## src/rtl/iic_cfg_pkg.sv

```systemverilog
// Shared definitions for the I2C register-configuration sequencer:
// table op-codes, FSM state encoding and table-entry field layout.
package iic_cfg_pkg;

   localparam logic [1:0] OP_WR  = 2'b00;
   localparam logic [1:0] OP_WRV = 2'b01;
   localparam logic [1:0] OP_DLY = 2'b10;
   localparam logic [1:0] OP_END = 2'b11;

   localparam int unsigned OP_W     = 2;
   localparam int unsigned REG_AW   = 16;

   typedef enum logic [3:0] {
      S_IDLE     = 4'd0,
      S_PWRUP    = 4'd1,
      S_FETCH    = 4'd2,
      S_DECODE   = 4'd3,
      S_ISSUE_WR = 4'd4,
      S_WAIT_WR  = 4'd5,
      S_ISSUE_RD = 4'd6,
      S_WAIT_RD  = 4'd7,
      S_RETRY    = 4'd8,
      S_DLY      = 4'd9,
      S_NEXT     = 4'd10,
      S_DONE     = 4'd11,
      S_ERR      = 4'd12
   } state_t;

   // Entry layout is {op, reg_addr, data}; data sits in the low DATA_W bits.
   function automatic int unsigned addr_lsb(input int unsigned data_w);
      return data_w;
   endfunction

   function automatic int unsigned op_lsb(input int unsigned data_w);
      return data_w + REG_AW;
   endfunction

   function automatic longint unsigned max3_u(input longint unsigned a,
                                              input longint unsigned b,
                                              input longint unsigned c);
      longint unsigned m;
      m = (a > b) ? a : b;
      return (m > c) ? m : c;
   endfunction

endpackage

```

## src/rtl/iic_cfg_seq.sv

```systemverilog
// Walks an external register table and drives the iic_ctrl write/read
// handshake for each entry, with verify, delays, retries and timeouts.
module iic_cfg_seq
   import iic_cfg_pkg::*;
#(
   parameter logic [6:0]  DEV_ADDR    = 7'h1A,
   parameter int unsigned TBL_DEPTH   = 64,
   parameter int unsigned ADDR_BYTES  = 1,
   parameter int unsigned DATA_W      = 8,
   parameter int unsigned MAX_RETRY   = 3,
   parameter int unsigned PWRUP_CYC   = 1_000_000,
   parameter int unsigned DLY_UNIT    = 50_000,
   parameter int unsigned TIMEOUT_CYC = 500_000,
   localparam int unsigned TBL_AW     = $clog2(TBL_DEPTH),
   localparam int unsigned ENT_W      = OP_W + REG_AW + DATA_W
)(
   input  logic              clk,
   input  logic              rst_n,
   input  logic              i_start,
   input  logic              i_auto_start,
   output logic [TBL_AW-1:0] o_tbl_addr,
   input  logic [ENT_W-1:0]  i_tbl_data,
   output logic              o_iic_wr_en,
   output logic              o_iic_rd_en,
   output logic [6:0]        o_iic_dev_addr,
   output logic [15:0]       o_iic_addr,
   output logic              o_iic_addr_num,
   output logic [DATA_W-1:0] o_iic_wdata,
   input  logic              i_iic_done,
   input  logic              i_iic_ack_err,
   input  logic [DATA_W-1:0] i_iic_rdata,
   output logic              o_busy,
   output logic              o_cfg_done,
   output logic              o_cfg_err,
   output logic [TBL_AW-1:0] o_err_idx
);

   // One shared cycle counter covers power-up, timeouts and the longest delay entry.
   localparam longint unsigned DLY_MAX = ((64'd1 << DATA_W) - 64'd1) * longint'(DLY_UNIT);
   localparam longint unsigned CNT_MAX = max3_u(longint'(PWRUP_CYC), longint'(TIMEOUT_CYC), DLY_MAX);
   localparam int unsigned     CNT_W   = $clog2(CNT_MAX + 64'd1);
   localparam int unsigned     RETRY_W = (MAX_RETRY < 1) ? 1 : $clog2(MAX_RETRY + 1);

   localparam logic [CNT_W:0]      PWRUP_LIM = (CNT_W+1)'(PWRUP_CYC);
   localparam logic [CNT_W:0]      TMO_LIM   = (CNT_W+1)'(TIMEOUT_CYC);
   localparam logic [TBL_AW-1:0]   IDX_LAST  = TBL_AW'(TBL_DEPTH - 1);
   localparam logic [RETRY_W-1:0]  RETRY_LIM = RETRY_W'(MAX_RETRY);

   state_t              r_state;
   state_t              w_state_nxt;
   logic [CNT_W-1:0]    r_cnt;
   logic [CNT_W-1:0]    r_tgt;
   logic [TBL_AW-1:0]   r_idx;
   logic [RETRY_W-1:0]  r_retry;
   logic [1:0]          r_op;
   logic [15:0]         r_addr;
   logic [DATA_W-1:0]   r_wdata;
   logic                r_wr_en;
   logic                r_rd_en;
   logic                r_busy;
   logic                r_cfg_done;
   logic                r_cfg_err;
   logic [TBL_AW-1:0]   r_err_idx;
   logic                r_armed;

   logic [1:0]          w_ent_op;
   logic [15:0]         w_ent_addr;
   logic [DATA_W-1:0]   w_ent_data;
   logic [CNT_W:0]      w_cnt_inc;
   logic                w_go;

   assign w_ent_op   = i_tbl_data[op_lsb(DATA_W) +: OP_W];
   assign w_ent_addr = i_tbl_data[addr_lsb(DATA_W) +: REG_AW];
   assign w_ent_data = i_tbl_data[DATA_W-1:0];
   assign w_cnt_inc  = {1'b0, r_cnt} + {{CNT_W{1'b0}}, 1'b1};
   // r_armed is only high in the first cycle after reset release.
   assign w_go       = (r_state == S_IDLE) && (i_start || (r_armed && i_auto_start));

   // Next-state logic of the sequencer.
   always_comb begin
      w_state_nxt = r_state;
      case (r_state)
         S_IDLE:     if (w_go) w_state_nxt = S_PWRUP; else w_state_nxt = S_IDLE;
         S_PWRUP:    if (w_cnt_inc >= PWRUP_LIM) w_state_nxt = S_FETCH; else w_state_nxt = S_PWRUP;
         S_FETCH:    w_state_nxt = S_DECODE;
         S_DECODE: begin
            case (w_ent_op)
               OP_WR, OP_WRV: w_state_nxt = S_ISSUE_WR;
               OP_DLY:        if (w_ent_data == {DATA_W{1'b0}}) w_state_nxt = S_NEXT;
                              else w_state_nxt = S_DLY;
               OP_END:        w_state_nxt = S_DONE;
               default:       w_state_nxt = S_ERR;
            endcase
         end
         S_ISSUE_WR: w_state_nxt = S_WAIT_WR;
         S_WAIT_WR: begin
            if (i_iic_done) begin
               if (i_iic_ack_err)      w_state_nxt = S_RETRY;
               else if (r_op == OP_WRV) w_state_nxt = S_ISSUE_RD;
               else                    w_state_nxt = S_NEXT;
            end else if (w_cnt_inc >= TMO_LIM) begin
               w_state_nxt = S_RETRY;
            end else begin
               w_state_nxt = S_WAIT_WR;
            end
         end
         S_ISSUE_RD: w_state_nxt = S_WAIT_RD;
         S_WAIT_RD: begin
            if (i_iic_done) begin
               if (i_iic_ack_err || (i_iic_rdata != r_wdata)) w_state_nxt = S_RETRY;
               else                                          w_state_nxt = S_NEXT;
            end else if (w_cnt_inc >= TMO_LIM) begin
               w_state_nxt = S_RETRY;
            end else begin
               w_state_nxt = S_WAIT_RD;
            end
         end
         S_RETRY:    if (r_retry < RETRY_LIM) w_state_nxt = S_ISSUE_WR; else w_state_nxt = S_ERR;
         S_DLY:      if (w_cnt_inc >= {1'b0, r_tgt}) w_state_nxt = S_NEXT; else w_state_nxt = S_DLY;
         S_NEXT:     if (r_idx == IDX_LAST) w_state_nxt = S_DONE; else w_state_nxt = S_FETCH;
         S_DONE:     w_state_nxt = S_IDLE;
         S_ERR:      w_state_nxt = S_IDLE;
         default:    w_state_nxt = S_IDLE;
      endcase
   end

   // State, counters, latched entry and registered outputs.
   always_ff @(posedge clk or negedge rst_n) begin
      if (!rst_n) begin
         r_state    <= S_IDLE;
         r_cnt      <= {CNT_W{1'b0}};
         r_tgt      <= {CNT_W{1'b0}};
         r_idx      <= {TBL_AW{1'b0}};
         r_retry    <= {RETRY_W{1'b0}};
         r_op       <= 2'b00;
         r_addr     <= 16'h0000;
         r_wdata    <= {DATA_W{1'b0}};
         r_wr_en    <= 1'b0;
         r_rd_en    <= 1'b0;
         r_busy     <= 1'b0;
         r_cfg_done <= 1'b0;
         r_cfg_err  <= 1'b0;
         r_err_idx  <= {TBL_AW{1'b0}};
         r_armed    <= 1'b1;
      end else begin
         r_state <= w_state_nxt;
         r_armed <= 1'b0;
         // Counter restarts on every state change so each state times itself.
         if ((w_state_nxt != r_state) || (r_state == S_IDLE))
            r_cnt <= {CNT_W{1'b0}};
         else
            r_cnt <= w_cnt_inc[CNT_W-1:0];

         if (w_go) begin
            r_idx      <= {TBL_AW{1'b0}};
            r_retry    <= {RETRY_W{1'b0}};
            r_cfg_done <= 1'b0;
            r_cfg_err  <= 1'b0;
         end
         if (r_state == S_NEXT) begin
            r_retry <= {RETRY_W{1'b0}};
            if (r_idx != IDX_LAST) r_idx <= r_idx + {{(TBL_AW-1){1'b0}}, 1'b1};
         end
         if ((r_state == S_RETRY) && (r_retry < RETRY_LIM))
            r_retry <= r_retry + {{(RETRY_W-1){1'b0}}, 1'b1};

         if (r_state == S_DECODE) begin
            r_op    <= w_ent_op;
            r_addr  <= (ADDR_BYTES == 1) ? {8'h00, w_ent_addr[7:0]} : w_ent_addr;
            r_wdata <= w_ent_data;
            r_tgt   <= CNT_W'(w_ent_data) * CNT_W'(DLY_UNIT);
         end

         r_wr_en <= (w_state_nxt == S_ISSUE_WR);
         r_rd_en <= (w_state_nxt == S_ISSUE_RD);
         r_busy  <= !(w_state_nxt inside {S_IDLE, S_DONE, S_ERR});
         if (w_state_nxt == S_DONE) r_cfg_done <= 1'b1;
         if (w_state_nxt == S_ERR) begin
            r_cfg_err <= 1'b1;
            r_err_idx <= r_idx;
         end
      end
   end

   assign o_tbl_addr     = r_idx;
   assign o_iic_wr_en    = r_wr_en;
   assign o_iic_rd_en    = r_rd_en;
   assign o_iic_dev_addr = DEV_ADDR;
   assign o_iic_addr     = r_addr;
   assign o_iic_addr_num = 1'(ADDR_BYTES - 1);
   assign o_iic_wdata    = r_wdata;
   assign o_busy         = r_busy;
   assign o_cfg_done     = r_cfg_done;
   assign o_cfg_err      = r_cfg_err;
   assign o_err_idx      = r_err_idx;

endmodule

```

## config.mk

```make
export PLATFORM = sky130hd
export DESIGN_NAME = iic_cfg_seq
export DESIGN_NICKNAME = d
export VERILOG_FILES = /design/src/rtl/iic_cfg_pkg.sv /design/src/rtl/iic_cfg_seq.sv
export SDC_FILE = /design/constraint.sdc
export NUM_CORES = 1
export LEC_CHECK = 0
export CAP_MARGIN = 15
export CORE_MARGIN = 3
export CORE_UTILIZATION = 56
export DETAILED_ROUTE_END_ITERATION = 12
export PLACE_DENSITY_LB_ADDON = 0.1
export SYNTH_ARGS = -nofsm -noshare
export SYNTH_HDL_FRONTEND = slang
export SYNTH_SLANG_ARGS = --single-unit
```

## constraint.sdc

```tcl
create_clock -name clk -period 4.65 [get_ports clk]
set_clock_uncertainty 0.05 [all_clocks]
set_input_delay 0.6975 -clock clk [delete_from_list [all_inputs] [get_ports clk]]
set_output_delay 0.6975 -clock clk [all_outputs]
set_load 0.01 [all_outputs]
```

==> metrics.md, run 1 <==
| Metric | Value |
|---|---|
| Least-Margin Pin Slew | 1.07 ns |
| Total GRT Usage | 23.5% |
| Min-Delay Path Class | reg2reg |
| FILL cells | 918 |
| Final Hold Viols | 0 |
| Netlist cell types | 64 |
| GPL Wtd Cong | 0.885 |
| Peak VDD IR | 200 uV |
| DR vias | 5178 |
| Setup violators final | 0 |
| P_leak | 3.96 nW |
| Wire per inst | 15.3 um |
| Commonest non-fill, non-tap cells in the layout | nand2_1, dfrtp_1, ha_1 |
| Die width | 113 um |
| DRC violations left | 0 |
| Initial antenna violation count | 0 |
| Hold Buf Count CTS | 0 |
| Critical path class | in2reg |
| Fin crit period | 4.53 ns |
| H-tree depth | 3 |
| Largest family of logic cells by synthesized area | simple AND/OR/NAND/NOR gates |
| Placed Area | about 7300 um^2 |
| Port-buffer cells | 64 |
| First-pass GRT wire length | 24400 um |
| Seq cells post-synth | 84 |
| Largest net degree at the start of global routing | 85 |
| Placement Setup Slack | -0.270 ns |
| Gr ovfl total | 0 |
| Worst-skew pair later-pin latency | 0.35 ns |
| Compound-cell area share of the yosys netlist | about an eighth |
| CP Max Fanout | 4 |
| Adder-Cell Fraction of Synth Area | 19.0% |
| Area grow syn2layout | 18.9% |
| Final Max Tran Viols | 0 |
| Die Y | approximately 110 um |
| FP Rows | 38 |
| Vias in the first global route | 5113 |
| Setup crit end kind | flop |
| Main synth FF type | dfrtp_1 |
| Via/cell ratio | 5.49 |
| Nets | 930 |
| Synthesized instance count | a little over 700 |
| Number of routed nets with antenna violations | 0 |
| Final worst slack | 0.123 ns |
| Core footprint | 11000 um^2 |
| Mux contribution to synthesized area | 1.20% |
| Total clock sinks | 84 |
| Clk root buf | clkbuf_16 |
| Post-Syn Area | 6460 um^2 |
| Max frequency | 221 MHz |
| Initial Utilization | about three fifths |
| Post-synthesis simple-gate area fraction | 19.3% |
| Diodes inserted | 0 |
| Ys Warns | 0 |
| Hpwl dp | 11200 um |
| Status | finished clean |
| Total wire length | 14400 um |
| Worst Path Required | 4.80 ns |
| Sequential element share of the synthesized area | 32.6% |
| Number of CTS-inserted buffers | 9 |
| Setup crit start kind | input port |
| WP data arrival | around 4.7 ns |
| CTS max path bufs | 2 |
| Share of cells above drive strength 1 | 11.8% |
| Cell area power density | 286 nW/um^2 |
| Tcrit/Tclk final | 97.4% |
| Number of synthesized flops with an enable pin | 0 |
| FFs w/ async S/R, synth | 100% |
| Max cap viols | 0 |
| CTS tree | done |
| Final Cell Area | 7680 um^2 |
| Hold WS | 0.423 ns |
| First DRT Iteration DRCs | 242 |
| Num ports | between 80 and 90 |
| Most common cell after layout, fill and taps aside | nand2_1 |
| Clk slew on worst S/H paths | ~0.060 ns |
| Drt first pass iters | 4 |
| Syn avg cell area | 9.05 um^2 |
| Die area | 12900 um^2 |
| Setup TNS | 0 ns |
| Post-Synth XOR/XNOR Area | around 6.5% |
| Relative slew slack | 28.8% |
==> critical path, stage by stage <==
cell,delay (ns)
clkdlybuf4s50_1,0.48
buf_4,0.15
inv_1,0.06
ha_1,0.32
ha_1,0.29
inv_1,0.05
fa_1,0.49
inv_1,0.04
ha_1,0.29
ha_1,0.21
or3_1,0.40
o211ai_1,0.31
a31oi_2,0.18
a211o_1,0.30
a21oi_2,0.15
xor2_1,0.16
o21ai_0,0.11
==> kinds of logic (layout without fill, tap and decap cells) <==
family / Yosys count / count (layout)
AO/OA/AOI/OAI: 123 / 123
other: 2 / 17
flip-flops: 84 / 84
XOR/XNOR: 48 / 48
multiplexers: 7 / 7
buffers and inverters: 121 / 196
AND/OR/NAND/NOR: 238 / 238
adder cells (fa/ha/maj): 91 / 91
==> timing repair <==
| item | in CTS | in global routing |
|---|---|---|
| endpoints found under the setup margin | 0 | 5 |
| buffers inserted | 0 | 2 |
| resized for setup | 0 | 6 |
==> synth_stat cells, types with 7 or more instances <==
cell / n / share of area (%)
a21o_1: 11 / 1.3
a21oi_1: 22 / 1.7
a31oi_1: 8 / 0.77
and3_1: 7 / 0.68
buf_2: 8 / 0.62
buf_4: 18 / 2.1
clkbuf_1: 14 / 0.81
dfrtp_1: 83 / 32
fa_1: 12 / 3.7
ha_1: 79 / 15
inv_1: 76 / 4.4
nand2_1: 86 / 5.0
nand3_1: 22 / 1.7
nand4_1: 17 / 1.6
nor2_1: 35 / 2.0
nor2b_1: 7 / 0.68
nor2b_2: 10 / 1.4
nor3_1: 13 / 1.0
o21ai_0: 40 / 3.1
xnor2_1: 33 / 4.5
xor2_1: 15 / 2.0
==> registers in the layout, summed over array words and instances (netlist names) <==
name,count
r_cnt,24
o_iic_rd_en,1
o_cfg_err,1
r_op,2
o_iic_wdata,8
o_iic_wr_en,1
o_tbl_addr,6
o_iic_addr,8
r_armed,1
r_retry,2
o_busy,1
o_cfg_done,1
r_state,4
o_err_idx,6
r_tgt,18
==> stage by stage <==
stage	std cells	utilization, %	power, mW
CTS	942	69.2	2.19
detailed placement	926	66.5	1.47
finish	944	69.6	2.19
global route	944	69.6	2.33
floorplan	729	-	1.24
global placement	926	66.5	1.45
==> routing by layer <==
| layer | global-route usage, % | wire length [um] | up-vias |
|---|---|---|---|
| met5 | 0 | 0 | - |
| met4 | 8.89 | 382 | 0 |
| met3 | 4.24 | 528 | 26 |
| met2 | 39.2 | 6960 | 120 |
| met1 | 30.6 | 6560 | 2443 |
| li1 | - | - | 2589 |
==> path summary, 6_finish.rpt <==
path | slack [ns] | endpoint | startpoint | depth (start not counted)
worst max-delay path | 0.12 | r_tgt[23] | i_tbl_data[2] | 17
worst min-delay path | 0.42 | o_iic_addr[4] | o_iic_addr[4] | 2
worst max register to register | 0.44 | r_cnt[6] | r_cnt[6] | 17
worst min register to register | 0.42 | o_iic_addr[4] | o_iic_addr[4] | 2
max in group asynchronous | 3.38 | o_err_idx[0] | rst_n | 1
min in group asynchronous | 0.50 | r_cnt[10] | rst_n | 1
==> power breakdown <==
part	internal [mW]	switching, mW	leakage [nW]
clock	0.416	0.295	0.142
sequential	0.756	0.0383	0.964
combinational	0.344	0.342	2.85
==> area by class of cell <==
| type | instances | area (um^2) | share of cell area (%) |
|---|---|---|---|
| Inverter | 76 | 285 | 3.72 |
| Clock inverter | 6 | 65.1 | 0.847 |
| Timing Repair Buffer | 104 | 938 | 12.2 |
| Clock buffer | 10 | 229 | 2.98 |
| Sequential cell | 84 | 2100 | 27.4 |
| Multi-Input combinational cell | 524 | 3880 | 50.6 |
| Tap cell | 140 | 175 | 2.28 |
Note: power is estimated with default switching activity, not from simulation.
==> inputs of run 2 (changes only) <==
--- a/config.mk
+++ b/config.mk
@@ -7,7 +7,7 @@
 export LEC_CHECK = 0
 export CAP_MARGIN = 15
 export CORE_MARGIN = 3
-export CORE_UTILIZATION = 56
+export CORE_UTILIZATION = 55
 export DETAILED_ROUTE_END_ITERATION = 12
 export PLACE_DENSITY_LB_ADDON = 0.1
 export SYNTH_ARGS = -nofsm -noshare
==> constraint.sdc (replaced) <==
create_clock -name clk -period 5.85 [get_ports clk]
set_clock_uncertainty 0.05 [all_clocks]
set_input_delay 0.8775 -clock clk [delete_from_list [all_inputs] [get_ports clk]]
set_output_delay 0.8775 -clock clk [all_outputs]
set_load 0.01 [all_outputs]
==> metrics.md, run 2 (synthesis results as in run 1) <==
| Metric | Value |
|---|---|
| DRC violations left | 0 (unchanged) |
| Number of routed nets with antenna violations | 0 (unchanged) |
| Top flop regs | r_cnt: 24 flops, r_tgt: 18 flops |
| Total wire length | 14000 um (-3.3%) |
| Hold Buf Count CTS | 0 (unchanged) |
| Drt first pass iters | 5 (+1) |
| Max reg flops | 24 (unchanged) |
| Cell Chain, Critical Path | clkdlybuf4s50_1 -> ha_1 -> ha_1 -> inv_1 -> fa_1 -> fa_1 -> inv_1 -> ha_1 -> a21o_1 -> a21oi_1 -> o21bai_1 -> a21oi_1 -> o21bai_1 -> a211o_1 -> a21oi_1 -> xor2_1 -> o21ai_0 |
| First-pass GRT wire length | 23900 um (-1.7%) |
| Final Max Tran Viols | 0 (unchanged) |
| Placed Area | 7080 um^2 (-3.5%) |
| Gr ovfl total | 0 (unchanged) |
| Hpwl dp | 10800 um (-3.9%) |
| Final Hold Viols | 0 (unchanged) |
| WP data arrival | 5.10 ns (+0.42 ns) |
| Port-buffer cells | 64 (unchanged) |
| Met1 WL | 6370 um (-2.9%) |
| Tcrit/Tclk final | 84.5% |
| CTS tree | done |
| Core footprint | 11200 um^2 (+1.3%) |
| CP Max Fanout | 5 (+1) |
| Top layer in use | met4 |
| Share of cells above drive strength 1 | 6.76% (-5.1 points) |
| Least-Margin Pin Slew | 0.815 ns (-0.253 ns) |
| Setup TNS | 0 ns (unchanged) |
| Placed Cells | 892 (-3.7%) |
| RR Endpoint | r_cnt[14] |
| Met3 Wirelength | 588 um (+11%) |
| First DRT Iteration DRCs | 272 (+12%) |
| Status | finished clean |
| Worst Path Required | 6.01 ns (+1.21 ns) |
| Setup violators final | 0 (unchanged) |
| CTS max path bufs | 2 (unchanged) |
| # Post-CTS Setup Buffers | 0 (unchanged) |
| Initial Utilization | 57.8% (-0.75 points) |
| Max frequency | 202 MHz |
| GPL Wtd Cong | 0.860 (-2.9%) |
| Critical path class | in2reg |
| H-tree depth | 3 (unchanged) |
| Min-Delay Path Class | in2async |
| Cell area power density | 234 nW/um^2 (-18%) |
| Final worst slack | 0.909 ns (+0.786 ns) |
| Critical Path Source | i_tbl_data[4] |
| Die width | 114 um (+0.86%) |
| Setup crit end kind | flop |
| Relative slew slack | 45.3% (+17 points) |
| CP endpoint | r_tgt[20] |
| Worst-skew pair later-pin latency | 0.35 ns (about the same) |
| RSZ-0062 raised after global routing | false |
| DR vias | 5070 (-2.1%) |
| Peak VDD IR | 290 uV (+45%) |
| Fin crit period | 4.94 ns |
| Total GRT Usage | 22.7% (-0.84 points) |
| Area grow syn2layout | 15.2% |
| Die Y | 114 um (+0.86%) |
| Hold WS | 0.428 ns (+0.00458 ns) |
| Met2 Wirelength | 6670 um (-4.2%) |
| Initial antenna violation count | 0 (unchanged) |
| Clk slew on worst S/H paths | 0.06 ns (about the same) |
| Wire per inst | 15.4 um (+0.44%) |
| Slowest stage cell on the critical path | clkdlybuf4s50_1 |
| Most flops, register | r_cnt |
| Most common cell after layout, fill and taps aside | nand2_1 |
| Final std cells w/o fill | 909 (-3.7%) |
| Commonest non-fill, non-tap cells in the layout | nand2_1, dfrtp_1, ha_1 |
| Vias in the first global route | 5114 (+0.020%) |
| Reg2Reg Setup Slack | 1.37 ns (+0.93 ns) |
| Num ports | 89 (unchanged) |
| Crit Reg-Reg Startpoint | r_cnt[0] |
| Die area | 13100 um^2 (+1.7%) |
| P_leak | 3.81 nW (-3.8%) |
| Placement Setup Slack | 0.572 ns (+0.842 ns) |
| Max cap viols | 0 (unchanged) |
| Diodes inserted | 0 (unchanged) |
| Largest net degree at the start of global routing | 85 (unchanged) |
| Number of CTS-inserted buffers | 9 (unchanged) |
| Post-cts sizing count | 0 (unchanged) |
| Worst r2r path cells | 17 (unchanged) |
| Clk root buf | clkbuf_16 |
| FP Rows | 38 (unchanged) |
| Setup crit start kind | input port |
| Nets | 895 (-3.8%) |
| Crit-path max cell delay | 0.59 ns (+0.10 ns) |
| Final Cell Area | 7440 um^2 (-3.1%) |
| Total clock sinks | 84 (unchanged) |
| Via/cell ratio | 5.58 (+1.7%) |
==> run 2: changes by cell type in the layout (fill, tap and decap cells not counted), sizes merged <==
cell / previous run / this run
buf: 41 / 6
bufinv: 1 / 3
clkbuf: 10 / 12
clkinv: 4 / 1
clkinvlp: 1 / 0
==> run 2: worst min path at each step <==
stage                          from         to  slack, ns  cells past startpoint
after CTS                   r_op[1]    r_op[1]       0.43                      2
after global routing      r_tgt[21]  r_tgt[21]       0.45                      2
after floorplan             r_op[1]    r_op[1]       0.39                      2
after global placement      r_op[1]    r_op[1]       0.40                      2
after detailed placement    r_op[1]    r_op[1]       0.41                      2
final                         rst_n   r_cnt[6]       0.43                      1
==> run 2: per-layer routing <==
metal	global-route usage, %	vias to the layer above
met5	0	-
met4	7.60	0
met3	4.70	29
met2	36.5	121
met1	30.5	2407
li1	-	2513
==> run 2: metrics by stage <==
stage	total power, mW	utilization (%)
finish	1.74	66.6
global route	1.85	66.6
CTS	1.75	66.4
detailed placement	1.10	63.4
global placement	1.09	63.4
floorplan	0.984	-
==> run 2: cell type report <==
type                            count  area [um^2]
Clock inverter                      4         98.8
Clock buffer                       12          236
Sequential cell                    84         2100
Fill cell                         929         3730
Multi-Input combinational cell    524         3850
Inverter                           76          285
Timing Repair Buffer               69          696
Tap cell                          140          175
==> run 2: report_power, final <==
group	internal [mW]	total [mW]	leakage, nW	switching, mW
Combinational	0.211	0.463	2.68	0.252
Clock	0.418	0.649	0.161	0.230
Sequential	0.601	0.633	0.964	0.0314
Total	1.23	1.74	3.81	0.514
==> run 2: critical path: cells and delay by family <==
kind	cells	cell delay (ns)
AOI/OAI and AO/OA	8	1.47
xor gates and xnor gates	1	0.15
adders and majority gates	5	1.94
buffers and inverters	3	0.68
